--- src/rtl/raw3270_pkg.sv ---
// Shared constants and state encoding for the 3270 raw serial transmitter.
package raw3270_pkg;

    localparam int unsigned WORD_W            = 12;
    localparam int unsigned HDR_SLOTS         = 16;
    localparam int unsigned DATA_SLOTS        = 2 * WORD_W;
    localparam int unsigned END_SLOTS         = 2;
    localparam int unsigned SLOT_CNT_W        = 5;
    localparam int unsigned HALF_BIT_CLKS_DEF = 18;
    localparam logic [HDR_SLOTS-1:0] HEADER_DEF = 16'b0101010101000111;

    typedef enum logic [1:0] {
        ST_IDLE   = 2'd0,
        ST_HEADER = 2'd1,
        ST_DATA   = 2'd2,
        ST_END    = 2'd3
    } tx_state_e;

endpackage

--- src/rtl/raw3270_bit_timer.sv ---
// Half-bit slot timer: reloads while idle, strobes on the last cycle of each slot.
module raw3270_bit_timer #(
    parameter int unsigned HALF_BIT_CLKS = 18
) (
    input  logic clk,
    input  logic rst_n,
    input  logic run_i,
    output logic slot_end_c
);

    localparam int unsigned CNT_W = $clog2(HALF_BIT_CLKS);

    logic [CNT_W-1:0] cnt_q;
    logic [CNT_W-1:0] cnt_d;

    always_comb begin
        cnt_d = CNT_W'(HALF_BIT_CLKS - 1);
        if (run_i && (cnt_q != '0)) begin
            cnt_d = cnt_q - CNT_W'(1);
        end
    end

    assign slot_end_c = run_i && (cnt_q == '0);

    always_ff @(posedge clk or negedge rst_n) begin
        if (!rst_n) begin
            cnt_q <= '0;
        end else begin
            cnt_q <= cnt_d;
        end
    end

endmodule

--- src/rtl/raw3270_transmitter.sv ---
// Frames 12-bit words as header, complementary half-bit data pairs and a 1,1 terminator.
module raw3270_transmitter
    import raw3270_pkg::*;
#(
    parameter logic [15:0] HEADER        = HEADER_DEF,
    parameter int unsigned HALF_BIT_CLKS = HALF_BIT_CLKS_DEF
) (
    input  logic              clk,
    input  logic              reset,
    input  logic [WORD_W-1:0] txWord,
    input  logic              txValid,
    input  logic              txLast,
    output logic              txReady,
    output logic              serialOut,
    output logic              busy,
    output logic              underrun
);

    tx_state_e             state_q, state_d;
    logic [SLOT_CNT_W-1:0] slot_q, slot_d;
    logic [WORD_W-1:0]     shift_q, shift_d;
    logic                  last_q, last_d;
    logic [WORD_W-1:0]     hold_word_q, hold_word_d;
    logic                  hold_last_q, hold_last_d;
    logic                  hold_full_q, hold_full_d;
    logic                  serial_q, busy_q, und_pend_q, underrun_q;

    logic                  slot_end;
    logic                  accept;
    logic                  word_start;
    logic                  abort;
    logic                  line_bit;
    logic [3:0]            hdr_idx;

    raw3270_bit_timer #(
        .HALF_BIT_CLKS (HALF_BIT_CLKS)
    ) u_bit_timer (
        .clk        (clk),
        .rst_n      (reset),
        .run_i      (state_q != ST_IDLE),
        .slot_end_c (slot_end)
    );

    assign txReady   = ~hold_full_q;
    assign accept    = txValid && ~hold_full_q;
    assign hdr_idx   = 4'(HDR_SLOTS - 1) - slot_q[3:0];
    assign serialOut = serial_q;
    assign busy      = busy_q;
    assign underrun  = underrun_q;

    // Frame sequencer: slot counting, word hand-off and line level selection.
    always_comb begin
        state_d    = state_q;
        slot_d     = slot_q;
        shift_d    = shift_q;
        last_d     = last_q;
        word_start = 1'b0;
        abort      = 1'b0;
        line_bit   = 1'b0;
        case (state_q)
            ST_IDLE: begin
                if (hold_full_q) begin
                    state_d = ST_HEADER;
                    slot_d  = '0;
                end
            end
            ST_HEADER: begin
                line_bit = HEADER[hdr_idx];
                if (slot_end) begin
                    if (slot_q == SLOT_CNT_W'(HDR_SLOTS - 1)) begin
                        state_d    = ST_DATA;
                        slot_d     = '0;
                        word_start = 1'b1;
                    end else begin
                        slot_d = slot_q + SLOT_CNT_W'(1);
                    end
                end
            end
            ST_DATA: begin
                // Even slot carries the complement, odd slot the true bit.
                line_bit = slot_q[0] ? shift_q[WORD_W-1] : ~shift_q[WORD_W-1];
                if (slot_end) begin
                    slot_d = slot_q + SLOT_CNT_W'(1);
                    if (slot_q[0]) begin
                        shift_d = {shift_q[WORD_W-2:0], 1'b0};
                    end
                    if (slot_q == SLOT_CNT_W'(DATA_SLOTS - 1)) begin
                        slot_d = '0;
                        if (last_q) begin
                            state_d = ST_END;
                        end else if (hold_full_q) begin
                            word_start = 1'b1;
                        end else begin
                            state_d = ST_END;
                            abort   = 1'b1;
                        end
                    end
                end
            end
            ST_END: begin
                line_bit = 1'b1;
                if (slot_end) begin
                    if (slot_q == SLOT_CNT_W'(END_SLOTS - 1)) begin
                        state_d = ST_IDLE;
                        slot_d  = '0;
                    end else begin
                        slot_d = slot_q + SLOT_CNT_W'(1);
                    end
                end
            end
            default: begin
                state_d = ST_IDLE;
            end
        endcase
        if (word_start) begin
            shift_d = hold_word_q;
            last_d  = hold_last_q;
        end
    end

    // Single-entry holding register between the producer and the shifter.
    always_comb begin
        hold_full_d = hold_full_q;
        hold_word_d = hold_word_q;
        hold_last_d = hold_last_q;
        if (word_start) begin
            hold_full_d = 1'b0;
        end
        if (accept) begin
            hold_full_d = 1'b1;
            hold_word_d = txWord;
            hold_last_d = txLast;
        end
    end

    always_ff @(posedge clk or negedge reset) begin
        if (!reset) begin
            state_q     <= ST_IDLE;
            slot_q      <= '0;
            shift_q     <= '0;
            last_q      <= 1'b0;
            hold_word_q <= '0;
            hold_last_q <= 1'b0;
            hold_full_q <= 1'b0;
            serial_q    <= 1'b0;
            busy_q      <= 1'b0;
            und_pend_q  <= 1'b0;
            underrun_q  <= 1'b0;
        end else begin
            state_q     <= state_d;
            slot_q      <= slot_d;
            shift_q     <= shift_d;
            last_q      <= last_d;
            hold_word_q <= hold_word_d;
            hold_last_q <= hold_last_d;
            hold_full_q <= hold_full_d;
            serial_q    <= line_bit;
            busy_q      <= (state_q != ST_IDLE);
            // Delayed one cycle so the pulse lines up with the first terminator slot on the line.
            und_pend_q  <= abort;
            underrun_q  <= und_pend_q;
        end
    end

endmodule
--- config.mk ---
export PLATFORM = sky130hd
export DESIGN_NAME = raw3270_transmitter
export DESIGN_NICKNAME = d
export VERILOG_FILES = /design/src/rtl/raw3270_pkg.sv /design/src/rtl/raw3270_bit_timer.sv /design/src/rtl/raw3270_transmitter.sv
export SDC_FILE = /design/constraint.sdc
export NUM_CORES = 1
export LEC_CHECK = 0
export CORE_AREA = 4 4 65 111
export CTS_CLUSTER_SIZE = 8
export DETAILED_ROUTE_END_ITERATION = 8
export DIE_AREA = 0 0 69 115
export HOLD_SLACK_MARGIN = 0.06
export PLACE_DENSITY_LB_ADDON = 0.3
export SYNTH_ARGS = -nofsm -noshare
export SYNTH_HDL_FRONTEND = slang
export SYNTH_SLANG_ARGS = --single-unit
--- constraint.sdc ---
create_clock -name clk -period 2.05 [get_ports clk]
set_input_delay 0.3075 -clock clk [delete_from_list [all_inputs] [get_ports clk]]
set_output_delay 0.3075 -clock clk [all_outputs]
set_load 0.05 [all_outputs]
==> impl_metrics.ini, run 1 <==
[outcome]
run_status = finished, violations left
violations = negative setup slack

[worst_setup_path]
critPathSlowestCell = sky130_fd_sc_hd__or4b_4
cell_breakdown_of_the_critical_path = inv_2, ha_4, or4b_4, nor3_4, buf_12, mux2_4, mux2_4
critPathTopFamily = simple AND/OR/NAND/NOR gates
timing.rr.start = u_bit_timer.cnt_q[1]
timing.critical_path.arrival_ns = 2.30
critPathMaxFanout = 12
critPathMostFrequentCell = sky130_fd_sc_hd__mux2_4
worst-path-buf-inv = 2
worst-setup-path-type = flip-flop to flip-flop
r2r_setup_slack_ns = -0.06
critical-path-max-stage-delay_ns = 0.47
worstReg2RegEnd = shift_q[11]
crit_end_element = flip-flop
worst_ep_required_time_ns = 2.23
worst-r2r-cell-count = 7
start_kind = flip-flop

[place]
preCtsSetupSlack_ns = -0.0928
hpwlAfterDp_microns = 3170
buffer_ports.inserted = 19
place.gp.congestion = 0.852
numPlacedInstances = 289

[global_routing]
first_pass_grt_wire_length_microns = 7370
grt_overflow_total = 0
grt_antenna_before_repair = 0
first_global_vias = 1571
track_usage_pct = 11.7
grt_start_max_net_pins = 44

[floorplanning]
dieWidth_microns = 69
dieArea_sq_um = 7940
placementRows = 38
core_area_sq_um = 6280
die_height_microns = 115
boundaryPins = 20
initial_utilization_pct = 34.3

[yosys]
post_synthesis_async_set_or_reset_flop_share_pct = 100
distinct_cells_synth = 39
synth.ff_latch_count = 43
ys_dominant_reg_cell = sky130_fd_sc_hd__dfrtp_1
syn_area_per_cell_sq_um = 12.6
synthesis.area_sq_um = 2150
synth-seq-area-share_pct = 50.0
synth_warnings = 0
ys_top_cells_by_area = sky130_fd_sc_hd__dfrtp_1 (50%), sky130_fd_sc_hd__mux2_2 (19%), sky130_fd_sc_hd__ha_1 (6.4%)
synth_largest_type_area_fraction_pct = 50.0
synth_fp_nets = 198
netlist.top_cell.by_area = sky130_fd_sc_hd__dfrtp_1
synth_enable_flop_cells = 0
synthesis.instances = 171

[cts]
cts_root_buffer = sky130_fd_sc_hd__clkbuf_8
cts-buffers-inserted = 5
clockBufferDepth = 2
h-tree-depth = 2
worst_skew_pair.late_latency_ns = 0.30
cts.reportedPaths.clkPinSlew_ns = 0.09
cts_tree = yes
sinks_on_clock_net = 43

[routing]
detail-route-antenna-nets = 0
drt_drc_violations_left = 0
route.final.wire_length_microns = 4500
post_drt_via_cell_ratio = 4.85
met2_wirelength_microns = 2580
wirelength_met1_microns = 1760
wl_met3_microns = 93
wire_per_inst_microns = 15.0
drt_first_pass_iters = 4
detailroute.via_count = 1456
dr.first_iter.drc_count = 71
maxUsedRoutingLayer = met4

[pwr]
power.sequential.fraction_pct = 36.5
power_switching_mw = 1.19
power.combinational.fraction_pct = 47.1
cellInternalPower_mw = 2.07
power.switching_fraction_pct = 36.5
cellPowerDensity_nw_per_um2 = 1120
relative_contribution_of_the_clock_network_to_total_power_pct = 16.4
vdd.ir_drop.worst_v = 0.000576
leakagePower_nw = 1.34

[sta]
rsz0062_at_grt = yes
finalWorstPathRequiredPeriod_ns = 2.11
finalMaxSlewViolations = 0
relSlewSlack_pct = 63.6
timing.hold.ws_ns = 0.0682
max_freq_ghz = 0.473
setup_tns_ns = -0.612
fin_ws_ns = -0.0636
worst_slew_pin_slew_ns = 0.547
timing.final.hold_violations = 0
report.final.setup_viol = 11
timing.final.crit_share_pct = 103
clock-skew-final_ns = 0.00735

[layout]
layout.nets = 246
final_standard_cell_count_with_taps_included_and_fillers_excluded = 300
antenna-diode-count = 0
area.growth.synth_to_final_pct = 35.0
fin_util_pct = 46.3
post_route_cells_drive_above_1_share_pct = 42.3

[flow_run]
drv_cap = 0

[worst_hold_path]
timing.hold.worst.class = input pin to async pin
-- worst register-to-register path, cell delays in order, from the launching register on --
cell	delay [ns]
sky130_fd_sc_hd__dfrtp_1	0.40
sky130_fd_sc_hd__inv_2	0.09
sky130_fd_sc_hd__ha_4	0.13
sky130_fd_sc_hd__or4b_4	0.47
sky130_fd_sc_hd__nor3_4	0.17
sky130_fd_sc_hd__buf_12	0.18
sky130_fd_sc_hd__mux2_4	0.31
sky130_fd_sc_hd__mux2_4	0.25
-- registers in the layout, summed over array words and instances (netlist names) --
name               count
und_pend_q             1
slot_q                 5
hold_full_q            1
state_q                2
hold_last_q            1
busy                   1
underrun               1
hold_word_q           12
serialOut              1
u_bit_timer.cnt_q      5
last_q                 1
shift_q               12
-- metrics by stage --
| stage | cell area (sq um) | total power [mW] |
|---|---|---|
| finish | 2910 | 3.26 |
| global route | 2910 | 3.51 |
| CTS | 2800 | 3.18 |
| detailed placement | 2690 | 2.62 |
| global placement | 2690 | 2.59 |
| floorplan | 2230 | 2.04 |
-- timing repair --
action / in CTS / in global routing
pin swaps: 0 / 4
resized for setup: 7 / 13
hold buffers: 0 / 0
buffers inserted: 0 / 2
cloned: 0 / 1
setup endpoints to repair: 14 / 19
-- power groups by stage --
stage / Clock (mW) / Sequential [mW] / Combinational, mW
floorplan: 0 / 1.25 / 0.789
global placement: 0 / 1.20 / 1.39
detailed placement: 0 / 1.20 / 1.41
CTS: 0.555 / 1.19 / 1.44
global route: 0.600 / 1.22 / 1.69
finish: 0.536 / 1.19 / 1.54
-- synth_stat cells (2+ instances only) --
master / n
sky130_fd_sc_hd__a2111oi_0: 2
sky130_fd_sc_hd__nor2b_1: 3
sky130_fd_sc_hd__nor3_1: 4
sky130_fd_sc_hd__o41ai_1: 2
sky130_fd_sc_hd__ha_1: 11
sky130_fd_sc_hd__a22oi_1: 2
sky130_fd_sc_hd__xnor2_1: 3
sky130_fd_sc_hd__buf_2: 3
sky130_fd_sc_hd__inv_1: 11
sky130_fd_sc_hd__nor2_1: 9
sky130_fd_sc_hd__clkbuf_1: 3
sky130_fd_sc_hd__dfrtp_1: 43
sky130_fd_sc_hd__mux2_2: 37
sky130_fd_sc_hd__nand2_1: 12
sky130_fd_sc_hd__or4b_4: 2
-- metal layers --
metal	vias up	track usage, %
li1	698	-
met1	736	11.7
met2	17	22.8
met3	5	2.27
met4	0	5.22
met5	-	0
-- cell usage in the layout, fill, tap and decap left out, types with 2 or more instances in the layout --
cell type and instances:
sky130_fd_sc_hd__ha_1 8, sky130_fd_sc_hd__dfrtp_1 43, sky130_fd_sc_hd__inv_1 9, sky130_fd_sc_hd__buf_4 23
sky130_fd_sc_hd__buf_6 3, sky130_fd_sc_hd__ha_4 2, sky130_fd_sc_hd__nor2_1 9, sky130_fd_sc_hd__or4b_4 2
sky130_fd_sc_hd__mux2_2 16, sky130_fd_sc_hd__nand2_1 12, sky130_fd_sc_hd__mux2_4 23, sky130_fd_sc_hd__clkbuf_8 5
sky130_fd_sc_hd__nor2b_1 2, sky130_fd_sc_hd__nor3_1 4, sky130_fd_sc_hd__xnor2_1 3, sky130_fd_sc_hd__clkdlybuf4s50_1 18
sky130_fd_sc_hd__buf_12 2, sky130_fd_sc_hd__inv_2 2
-- how the worst max path moves through the flow --
stage / start / to / slack (ns) / cells after the start
global route: u_bit_timer.cnt_q[1] / shift_q[6] / -0.12 / 7
floorplan: u_bit_timer.cnt_q[0] / shift_q[10] / -0.05 / 7
global placement: u_bit_timer.cnt_q[0] / shift_q[2] / -0.04 / 7
detailed placement: u_bit_timer.cnt_q[1] / shift_q[2] / -0.09 / 7
finish: u_bit_timer.cnt_q[1] / shift_q[11] / -0.06 / 7
CTS: u_bit_timer.cnt_q[1] / shift_q[11] / -0.06 / 7
-- area by class of cell --
| class | instances | area (sq um) |
|---|---|---|
| Clock inverter | 2 | 12.5 |
| Multi-Input combinational cell | 110 | 1150 |
| Clock buffer | 6 | 72.6 |
| Fill cell | 613 | 3370 |
| Timing Repair Buffer | 48 | 457 |
| Tap cell | 80 | 100 |
| Sequential cell | 43 | 1080 |
| Inverter | 11 | 41.3 |
-- kinds of logic (layout without fill, tap and decap cells) --
kind of cell    Yosys count  in the layout  share of synthesized area [%]
flops                    43             43                           50.0
fa+ha+maj                11             11                           6.39
compound gates           14             14                           6.28
xor+xnor                  4              4                           1.63
buf+inv                  18             67                           3.66
mux                      40             40                           21.0
simple gates             41             41                           11.0
(Power assumes the default switching activity.)
==> run 2: changes to the inputs <==
Settings changed: CORE_AREA 4 4 65 111 to 4 4 69 118, DIE_AREA 0 0 69 115 to 0 0 73 122.
==> impl_metrics.ini, run 2 (same netlist as run 1, synthesis figures left out) <==
[outcome]
run_status = finished, violations left
violations = negative setup slack

[sta]
finalMaxSlewViolations = 0
max_freq_ghz = 0.475
setup_tns_ns = -0.571
timing.hold.ws_ns = 0.0822
report.final.setup_viol = 11
timing.final.hold_violations = 0
timing.final.crit_share_pct = 103
relSlewSlack_pct = 64.0
clock-skew-final_ns = 0.00360
finalWorstPathRequiredPeriod_ns = 2.11
worst_slew_pin_slew_ns = 0.540
fin_ws_ns = -0.0567
rsz0062_at_grt = yes

[routing]
route.final.wire_length_microns = 4190
wire_per_inst_microns = 13.7
detail-route-antenna-nets = 0
detailroute.via_count = 1435
post_drt_via_cell_ratio = 4.70
dr.first_iter.drc_count = 73
drt_drc_violations_left = 0
drt_first_pass_iters = 4

[place]
place.gp.congestion = 0.783
numPlacedInstances = 294
postPlaceCellArea_sq_um = 2690
buffer_ports.inserted = 19
preCtsSetupSlack_ns = -0.0827
hpwlAfterDp_microns = 3020

[layout]
final_standard_cell_count_with_taps_included_and_fillers_excluded = 305
mostFrequentLayoutCells = sky130_fd_sc_hd__dfrtp_1 (43), sky130_fd_sc_hd__buf_4 (25), sky130_fd_sc_hd__mux2_4 (22)
area.growth.synth_to_final_pct = 36.3
fin_util_pct = 40.6
final_common_cell = sky130_fd_sc_hd__dfrtp_1
biggestRegsByFlops = hold_word_q: 12 flops, shift_q: 12 flops
post_route_cells_drive_above_1_share_pct = 40.6
layout.nets = 245
stdcell_area_sq_um = 2930
antenna-diode-count = 0

[cts]
cts_hold_buffers = 0
cts-buffers-inserted = 5
cts.reportedPaths.clkPinSlew_ns = 0.06
h-tree-depth = 2
worst_skew_pair.late_latency_ns = 0.29
cts_tree = yes
sinks_on_clock_net = 43
cts_root_buffer = sky130_fd_sc_hd__clkbuf_16
clockBufferDepth = 2

[floorplanning]
core_area_sq_um = 7230
dieWidth_microns = 73
placementRows = 41
die_height_microns = 122
boundaryPins = 20
dieArea_sq_um = 8910
initial_utilization_pct = 29.8

[global_routing]
first_global_vias = 1505
track_usage_pct = 10.1
first_pass_grt_wire_length_microns = 6850
grt_start_max_net_pins = 44
grt_overflow_total = 0
grt_antenna_before_repair = 0

[worst_setup_path]
start_kind = flip-flop
crit_end_element = flip-flop
worst_ep_required_time_ns = 2.22
r2r_setup_slack_ns = -0.06
critPathMaxFanout = 12
timing.critical_path.arrival_ns = 2.28
worst-setup-path-type = flip-flop to flip-flop

[pwr]
leakagePower_nw = 1.35
cellPowerDensity_nw_per_um2 = 1200
design_power_total_mw = 3.54
vdd.ir_drop.worst_v = 0.000632

[worst_hold_path]
timing.hold.worst.class = input pin to async pin

[flow_run]
drv_cap = 0
run 2: changes by cell type in the layout (fill, tap and decap cells not counted), sizes merged:
cell,delta
bufinv,+1
clkinvlp,-1
buf,-1
run 2: routing by layer:
layer / GRT usage [%] / share of wire (%) / vias to the layer above
met2: 18.2 / 57 / 25
met5: 0 / 0 / -
met1: 10.2 / 38 / 707
li1: - / - / 695
met3: 2.39 / 2.7 / 8
met4: 6.24 / 2.9 / 0
run 2: path summary, 6_finish.rpt:
path,startpoint,end,cells after the start
worst max-delay path,u_bit_timer.cnt_q[1],shift_q[6],7
worst min-delay path,reset,slot_q[0],2
worst max register to register,u_bit_timer.cnt_q[1],shift_q[6],7
worst min register to register,und_pend_q,underrun,0
max in group asynchronous,reset,hold_word_q[1],2
min in group clk,und_pend_q,underrun,0
run 2: repair_timing:
| action | 4_1_cts | 5_1_grt |
|---|---|---|
| resized for setup | 4 | 6 |
| endpoints found under the setup margin | 12 | 18 |
| setup buffers | 0 | 2 |
| pin swaps | 0 | 1 |
| cloned | 0 | 1 |
run 2: cell type report:
cell class,instances,area [sq um]
fill,693,4300
multi-input combinational,110,1100
sequential,43,1080
timing repair buffer,47,438
clock buffer,6,139
tap,86,108
inverter,11,41.3
clock inverter,2,35.0
run 2: worst max-delay path: stages (launching register included):
cell	delay [ns]
sky130_fd_sc_hd__dfrtp_1	0.39
sky130_fd_sc_hd__inv_2	0.08
sky130_fd_sc_hd__ha_4	0.13
sky130_fd_sc_hd__or4b_4	0.48
sky130_fd_sc_hd__nor3_4	0.17
sky130_fd_sc_hd__buf_12	0.18
sky130_fd_sc_hd__mux2_4	0.30
sky130_fd_sc_hd__mux2_4	0.26
run 2: where the power goes:
group | internal [mW] | switching [mW]
registers | 1.06 | 0.126
logic | 0.734 | 0.696
clock network | 0.605 | 0.314
